### config.mk
export PLATFORM = sky130hd
export DESIGN_NAME = pipe_stall_ctrl_flat
export DESIGN_NICKNAME = d
export VERILOG_FILES = /design/src/rtl/pipe_stall_ctrl_if.sv /design/src/rtl/pipe_stall_ctrl.sv /design/src/flat_wrapper.sv
export SDC_FILE = /design/constraint.sdc
export NUM_CORES = 1
export LEC_CHECK = 0
export ABC_CLOCK_PERIOD_IN_PS = 2800
export CORE_MARGIN = 1.5
export CORE_UTILIZATION = 40
export DETAILED_ROUTE_END_ITERATION = 7
export GPL_TIMING_DRIVEN = 0
export HOLD_SLACK_MARGIN = 0.02
export PLACE_DENSITY = 0.69
export SLEW_MARGIN = 20
export SYNTH_ARGS = -nofsm -noshare
export SYNTH_HDL_FRONTEND = slang
export SYNTH_SLANG_ARGS = --single-unit
### constraint.sdc
create_clock -name clk -period 2.8 [get_ports clk]
set_input_delay 0.56 -clock clk [delete_from_list [all_inputs] [get_ports clk]]
set_output_delay 0.56 -clock clk [all_outputs]
set_load 0.05 [all_outputs]
### src/rtl/pipe_stall_ctrl_if.sv
// Bundles the ID/EX hazard inputs and the pipeline stall controls.
// master drives the pipeline-side inputs, slave is the stall controller.
interface pipe_stall_ctrl_if #(
   parameter int CNT_W = 16
);
   logic [4:0]       d_rs;
   logic [4:0]       d_rt;
   logic             d_use_rs;
   logic             d_use_rt;
   logic             e_wreg;
   logic             e_m2reg;
   logic [4:0]       e_rn;
   logic             d_md;
   logic             imem_rdy;
   logic             d_br_taken;
   logic             wpcir;
   logic             fl_ir;
   logic             bub_de;
   logic             md_busy;
   logic [CNT_W-1:0] stall_cnt;

   modport master (
      output d_rs, d_rt, d_use_rs, d_use_rt, e_wreg, e_m2reg, e_rn,
             d_md, imem_rdy, d_br_taken,
      input  wpcir, fl_ir, bub_de, md_busy, stall_cnt
   );

   modport slave (
      input  d_rs, d_rt, d_use_rs, d_use_rt, e_wreg, e_m2reg, e_rn,
             d_md, imem_rdy, d_br_taken,
      output wpcir, fl_ir, bub_de, md_busy, stall_cnt
   );
endinterface

### src/rtl/pipe_stall_ctrl.sv
// Pipeline stall controller: load-use interlock, multi-cycle mul/div wait,
// instruction-fetch wait, branch flush gating and a saturating stall counter.
module pipe_stall_ctrl #(
   parameter int MD_LAT = 8,
   parameter int CNT_W  = 16
) (
   input logic              clk,
   input logic              clrn,
   pipe_stall_ctrl_if.slave bus
);
   typedef enum logic [1:0] {RUN, MDWAIT, IFWAIT} state_t;

   localparam logic [3:0] MD_INIT = 4'(MD_LAT - 2);

   state_t           state;
   logic [3:0]       md_cnt;
   logic             md_sup;
   logic [CNT_W-1:0] stall_cnt_q;

   logic lu;
   logic md_go;
   logic wpcir_c;
   logic bub_c;
   logic busy_c;

   always_comb begin
      lu = bus.e_wreg && bus.e_m2reg && (bus.e_rn != 5'd0) &&
           ((bus.d_use_rs && (bus.d_rs == bus.e_rn)) ||
            (bus.d_use_rt && (bus.d_rt == bus.e_rn)));
   end

   // Outputs depend on the current-cycle hazard inputs, so they are decoded
   // combinationally from state; reset forces the stalled/bubble pattern.
   always_comb begin
      wpcir_c = 1'b0;
      bub_c   = 1'b1;
      busy_c  = 1'b0;
      md_go   = 1'b0;
      if (clrn) begin
         case (state)
            RUN: begin
               if (lu) begin
                  md_go = 1'b0;
               end else if (bus.d_md && !md_sup) begin
                  md_go  = 1'b1;
                  busy_c = 1'b1;
               end else if (bus.imem_rdy) begin
                  wpcir_c = 1'b1;
                  bub_c   = 1'b0;
               end
            end
            MDWAIT: busy_c = 1'b1;
            IFWAIT: begin
               if (bus.imem_rdy) begin
                  wpcir_c = 1'b1;
                  bub_c   = 1'b0;
               end
            end
            default: busy_c = 1'b0;
         endcase
      end
   end

   assign bus.wpcir     = wpcir_c;
   assign bus.bub_de    = bub_c;
   assign bus.md_busy   = busy_c;
   assign bus.fl_ir     = bus.d_br_taken && wpcir_c;
   assign bus.stall_cnt = stall_cnt_q;

   // md_sup masks d_md for the first RUN cycle after MDWAIT so the mul/div
   // still sitting in ID does not start a second wait.
   always_ff @(posedge clk) begin
      if (!clrn) begin
         state       <= RUN;
         md_cnt      <= 4'd0;
         md_sup      <= 1'b0;
         stall_cnt_q <= '0;
      end else begin
         if (!wpcir_c && (stall_cnt_q != {CNT_W{1'b1}}))
            stall_cnt_q <= stall_cnt_q + CNT_W'(1);
         case (state)
            RUN: begin
               md_sup <= 1'b0;
               if (md_go) begin
                  state  <= MDWAIT;
                  md_cnt <= MD_INIT;
               end else if (!lu && !bus.imem_rdy) begin
                  state <= IFWAIT;
               end
            end
            MDWAIT: begin
               if (md_cnt == 4'd0) begin
                  state  <= RUN;
                  md_sup <= 1'b1;
               end else begin
                  md_cnt <= md_cnt - 4'd1;
               end
            end
            IFWAIT: begin
               if (bus.imem_rdy)
                  state <= RUN;
            end
            default: state <= RUN;
         endcase
      end
   end
endmodule

### src/flat_wrapper.sv
// flat-port wrapper written by rule: the top's interface ports become plain ports
module pipe_stall_ctrl_flat 
#(
   parameter int MD_LAT = 8,
   parameter int CNT_W  = 16
)
  (clk, clrn, bus_d_rs, bus_d_rt, bus_d_use_rs, bus_d_use_rt, bus_e_wreg, bus_e_m2reg, bus_e_rn, bus_d_md, bus_imem_rdy, bus_d_br_taken, bus_wpcir, bus_fl_ir, bus_bub_de, bus_md_busy, bus_stall_cnt);
  pipe_stall_ctrl_if #(.CNT_W(CNT_W)) bus_i ();
  input logic clk;
  input logic clrn;
  input wire logic [$bits(bus_i.d_rs)-1:0] bus_d_rs;
  input wire logic [$bits(bus_i.d_rt)-1:0] bus_d_rt;
  input wire logic [$bits(bus_i.d_use_rs)-1:0] bus_d_use_rs;
  input wire logic [$bits(bus_i.d_use_rt)-1:0] bus_d_use_rt;
  input wire logic [$bits(bus_i.e_wreg)-1:0] bus_e_wreg;
  input wire logic [$bits(bus_i.e_m2reg)-1:0] bus_e_m2reg;
  input wire logic [$bits(bus_i.e_rn)-1:0] bus_e_rn;
  input wire logic [$bits(bus_i.d_md)-1:0] bus_d_md;
  input wire logic [$bits(bus_i.imem_rdy)-1:0] bus_imem_rdy;
  input wire logic [$bits(bus_i.d_br_taken)-1:0] bus_d_br_taken;
  output wire logic [$bits(bus_i.wpcir)-1:0] bus_wpcir;
  output wire logic [$bits(bus_i.fl_ir)-1:0] bus_fl_ir;
  output wire logic [$bits(bus_i.bub_de)-1:0] bus_bub_de;
  output wire logic [$bits(bus_i.md_busy)-1:0] bus_md_busy;
  output wire logic [$bits(bus_i.stall_cnt)-1:0] bus_stall_cnt;
  assign bus_i.d_rs = bus_d_rs;
  assign bus_i.d_rt = bus_d_rt;
  assign bus_i.d_use_rs = bus_d_use_rs;
  assign bus_i.d_use_rt = bus_d_use_rt;
  assign bus_i.e_wreg = bus_e_wreg;
  assign bus_i.e_m2reg = bus_e_m2reg;
  assign bus_i.e_rn = bus_e_rn;
  assign bus_i.d_md = bus_d_md;
  assign bus_i.imem_rdy = bus_imem_rdy;
  assign bus_i.d_br_taken = bus_d_br_taken;
  assign bus_wpcir = bus_i.wpcir;
  assign bus_fl_ir = bus_i.fl_ir;
  assign bus_bub_de = bus_i.bub_de;
  assign bus_md_busy = bus_i.md_busy;
  assign bus_stall_cnt = bus_i.stall_cnt;
  pipe_stall_ctrl #(.MD_LAT(MD_LAT), .CNT_W(CNT_W)) u_core (.clk(clk), .clrn(clrn), .bus(bus_i));
endmodule
==> Word level (Yosys, flattened, before mapping) <==
Cells that the tools add are included.
{ "op_classes": {"add_sub_neg": 2, "n_reduce_logical": 21, "n_eq_ne": 10, "muxes": 26} }
{ "op_table": {"columns": ["cell", "count"], "rows": [
  ["$add A16 B1 Y16 const B", 1],
  ["$ne A16 B16 Y1 const B", 1],
  ["$mux W1", 14],
  ["$eq A5 B5 Y1", 2],
  ["$logic_and A1 B1 Y1", 9],
  ["$mux W2", 4],
  ["$mux W4", 2],
  ["$pmux W1 S2", 4],
  ["$pmux W4 S2", 1],
  ["$pmux W2 S3", 1],
  ["$reduce_and A3 Y1", 2],
  ["$reduce_bool A5 Y1", 1],
  ["$logic_not A1 Y1", 4],
  ["$logic_not A4 Y1", 1],
  ["$ne A2 B1 Y1 const B", 2],
  ["$ne A2 B2 Y1 const B", 2],
  ["$sub A4 B1 Y4 const B", 1],
  ["$ne A3 B1 Y1 const B", 1],
  ["$eq A2 B1 Y1 const B", 1],
  ["$eq A2 B2 Y1 const B", 1],
  ["$logic_not A2 Y1", 1],
  ["$reduce_and A2 Y1", 1],
  ["$reduce_bool A2 Y1", 1],
  ["$logic_or A1 B1 Y1", 1]
]} }
{ "word_totals": {"inputBits": 24, "output_inout_bits": 20, "regBits": 23, "elab_cells": 63} }

==> Logic depth before layout (Yosys ltp) <==
{ "logic_depth": {"depth_word": 9, "depth_mapped": 10, "mapped_depth_nobuf": 8} }

==> Worst setup path after synthesis <==
Ideal clock, no wire load.
{ "synth_timing": {"kind": "input -> output", "from": "in clrn", "to": "out bus_fl_ir", "required_time_ns": 2.240, "t_arrival_ns": 2.744, "n_path_buf": 3, "stages": 8, "slack_ns": -0.504, "path_cell_list": "buf_2 clkinv_1 nor4b_1 o21ai_4 inv_2 buf_6 buf_2 and2_1"} }
{ "synth_between": {"elab_chain_len": 2} }
{ "synth_lines": {"columns": ["item", "line", "text"], "rows": [
  ["start, declared", "flat_wrapper.sv:10", "input logic clrn;"],
  ["$mux W1", "pipe_stall_ctrl.sv:39", "if (clrn) begin"],
  ["net bus_wpcir", "flat_wrapper.sv:21", "output wire logic [$bits(bus_i.wpcir)-1:0] bus_wpcir;"],
  ["$logic_and A1 B1 Y1", "pipe_stall_ctrl.sv:67", "assign bus.fl_ir = bus.d_br_taken && wpcir_c;"],
  ["end, declared", "flat_wrapper.sv:22", "output wire logic [$bits(bus_i.fl_ir)-1:0] bus_fl_ir;"]
]} }
The timed path passes the listed nets, and every way through them passes these cells.

==> Worst setup path in the final report <==
{ "layout_timing": {"from": "in bus_d_rs[2]", "to": "out bus_bub_de"} }
{ "layout_between": {"elab_chain_len": 7} }
{ "layout_lines": {"columns": ["item", "line", "text"], "rows": [
  ["start, declared", "flat_wrapper.sv:11", "input wire logic [$bits(bus_i.d_rs)-1:0] bus_d_rs;"],
  ["$eq A5 B5 Y1", "pipe_stall_ctrl.sv:28", "((bus.d_use_rs && (bus.d_rs == bus.e_rn)) ||"],
  ["$logic_and A1 B1 Y1", "pipe_stall_ctrl.sv:28", null],
  ["$logic_or A1 B1 Y1", "pipe_stall_ctrl.sv:28", null],
  ["$logic_and A1 B1 Y1", "pipe_stall_ctrl.sv:27", "lu = bus.e_wreg && bus.e_m2reg && (bus.e_rn != 5'd0) &&"],
  ["$mux W1", "pipe_stall_ctrl.sv:42", "if (lu) begin"],
  ["$pmux W1 S2", "pipe_stall_ctrl.sv:40", "case (state)"],
  ["$mux W1", "pipe_stall_ctrl.sv:39", null],
  ["end, declared", "flat_wrapper.sv:23", "output wire logic [$bits(bus_i.bub_de)-1:0] bus_bub_de;"]
]} }
No other way between the ends.

==> summary.md <==
| Metric | Value |
|---|---|
| Run status | finished clean |
| Wire length per cell | about 15 µm |
| CP required | around 2.2 ns |
| Switching Fraction | roughly a third |
| Fin. Hold Viols | 0 |
| Async S/R FF share, synth | 0% |
| Placed Cells | between 200 and 300 |
| Pwr/cell area | 360.1 mW/mm² |
| Sequential share of power | roughly 48% |
| Crit. End Element | output port |
| Peak supply drop | approximately 0.26 mV |
| Achievable Freq | between 300 and 400 MHz |
| Fin Clk Skew | ~0.0081 ns |
| Warnings from Yosys | 0 |
| First-pass GRT wire length | ~7100 µm |
| Seq/Total Area, Yosys | about 33% |
| Top-area cell type share of the netlist area | 33.39% |
| H-tree Lvls | 1 |
| Cell at the root of the clock tree | clkbuf_4 |
| Post-synth EDFFs | 0 |
| Clk buf depth | 2 |
| Worst path arrival time | roughly 2.2 ns |
| First-pass detailed-route iteration total | 4 |
| Total power | 0.7600 mW |
| Rows | 21 |
| Fin crit period | about 2.8 ns |
| Most used DFF post-synth | dfxtp_1 |
| Leakage power | approximately 0.76 nW |
| Drt via density | 5.557 |
| Vias in the first global route | between 1.5k and 2k |
| Die Height | around 60 µm |
| Routed WL | roughly 4400 µm |
| Critical path type | in -> out |
| CP max FO | 3 |
| Synthesized area per cell | 7.924 µm² |
| Buffers on Ports | 42 |
| Share of cells above drive strength 1 | 24.49% |
| Die Wd | 61.71 µm |
| Final Instance Count excl. Fillers | 291 |
| Drt drc | 0 |
| Post-Syn Instances | between 150 and 200 |
| Class of the worst hold path | reg -> reg |
| Internal power | 0.5049 mW |
| Top cells by area, synth | dfxtp_1 (33%), a21oi_1 (6.2%), or4_1 (6.0%) |
| CTS Hold Bufs | 0 |
| Register clock-pin slew on the reported worst setup and hold paths | around 0.14 ns |
| Synth Cell Area | between 0.001 and 0.0015 mm² |
| Ports | 44 |
| DR vias | ~1.6k |
| GRT Util Overall | approximately a quarter |
| Initial Util | between 40% and 50% |
| Core area | between 0.003 and 0.004 mm² |
| Fin nets | between 200 and 300 |
| Crit share post-route | a little over nine tenths |
| Worst-margin pin slew | between 0.8 and 0.9 ns |
| # diodes | 0 |
| Grt total ovfl | 0 |
| Logic pwr share | between 30 and 40% |
| Synth cell count leaders | dfxtp_1 (23), nand2_1 (18), a21oi_1 (17), nor2_1 (11), or4_1 (11) |
| #FFs+latches synth | 23 |
| Count leader, synth | dfxtp_1 |
| Post-route ant nets | 0 |
| Max-slew headroom | ~43% |
| Area leader, netlist | dfxtp_1 |
| P_sw | 0.2551 mW |
| Setup crit start kind | primary input |
| Post-detail-place hpwl | 2746 µm |
| Cts bufs inserted | 3 |
| Post-Syn Nets | 200 |
| Initial antenna violation count | 0 |
| Max Slew Vio Count | 0 |
| Initial DRC Count | between 90 and 100 |
| Largest net degree at the start of global routing | 14 |
| Netlist cell types | 38 |
| Clk Latency, worst-skew pair | around 0.31 ns |
| Clock power frac | about a fifth |
| Max cap viols | 0 |
| Routability Congestion | around 0.87 |
| Layout area overhead | 53.09% |
| CTS tree | built |
| Die footprint | between 0.003 and 0.004 mm² |
| CTS Sinks | 23 |
| Final setup viols | 0 |
==> kinds of logic (layout without fill, tap and decap cells) <==
logic type	after synthesis	after routing	synth area share (%)
compound gates	40	40	18.60
flops	23	23	33.39
mux	3	3	2.178
simple gates	77	77	30.76
fa+ha+maj	2	2	1.815
buf+inv	17	88	5.626
xor+xnor	12	12	7.623
==> path summary, 6_finish.rpt <==
check	from	end	slack [ns]	depth (start not counted)
min reg2reg	u_core.bus.stall_cnt[12]	u_core.bus.stall_cnt[12]	0.49	2
max reg2reg	u_core.bus.stall_cnt[6]	u_core.bus.stall_cnt[0]	0.40	7
min	u_core.bus.stall_cnt[12]	u_core.bus.stall_cnt[12]	0.49	2
max	bus_d_rs[2]	bus_bub_de	0.04	7
==> layer usage <==
metal  routed length (µm)  vias to the layer above  track usage [%]
li1                     -                      777                -
met1                 1779                      744            30.04
met2                 2135                       78            42.11
met3                  303                       18            3.934
met4                  158                        0            11.25
met5                    0                        -                0
==> layout make-up <==
cell class	count	area, µm²
buffer	6	27.53
fill	294	1200
sequential	23	460.4
clock buffer	3	22.52
tap	46	57.56
inverter	9	36.28
clock inverter	1	5.005
multi-input combinational	134	898.4
timing repair buffer	69	603.1
==> critical path: stages <==
cell             delay [ns]
clkdlybuf4s15_1        0.17
xor2_1                 0.17
nor4_2                 0.25
a32oi_1                0.17
or2_4                  0.29
o21ai_4                0.19
clkdlybuf4s15_2        0.40
==> flip-flops by register name (all words and copies together), names as in the netlist <==
signal                count
u_core.md_sup             1
u_core.bus.stall_cnt     16
u_core.md_cnt             4
u_core.state              2
==> power groups by stage <==
stage          Clock [mW]  Sequential, mW  Combinational [mW]
6_report            0.160           0.363               0.236
5_1_grt             0.180           0.366               0.258
4_1_cts             0.162           0.362               0.230
3_5_place_dp            0           0.369               0.211
3_3_place_gp            0           0.368               0.206
2_1_floorplan           0           0.382               0.121
==> through the flow <==
stage | instance area (µm²) | TNS, ns | util [%] | hold slack, ns | setup slack (ns)
after floorplan | 1403 | -0.02603 | - | 0.4428 | -0.02603
after global placement | 1881 | -5.832 | 56.80 | 0.4617 | -1.067
after detailed placement | 1881 | -5.928 | 56.80 | 0.4762 | -1.070
after CTS | 2106 | 0 | 63.61 | 0.4942 | 0.0005851
after global routing | 2111 | -0.008117 | 63.76 | 0.5287 | -0.008117
final | 2111 | 0 | 63.76 | 0.4904 | 0.03782
==> cells in the final DEF, fill, tap and decap left out, drive strengths merged, types with 9 or more instances in the layout <==
cell type and n:
clkdlybuf4s50 22, or4 11, nand2 18, a21oi 17, buf 36, nor2 11
xor2 9, dfxtp 23, o31ai 9, clkbuf 10
==> timing repair <==
| action | in CTS | in global routing |
|---|---|---|
| cloned | 0 | 0 |
| setup endpoints to repair | 4 | 16 |
| pin swaps | 11 | 13 |
| gates resized for setup | 50 | 25 |
| buffers inserted | 26 | 2 |
Note: power is estimated with default switching activity, not from simulation.
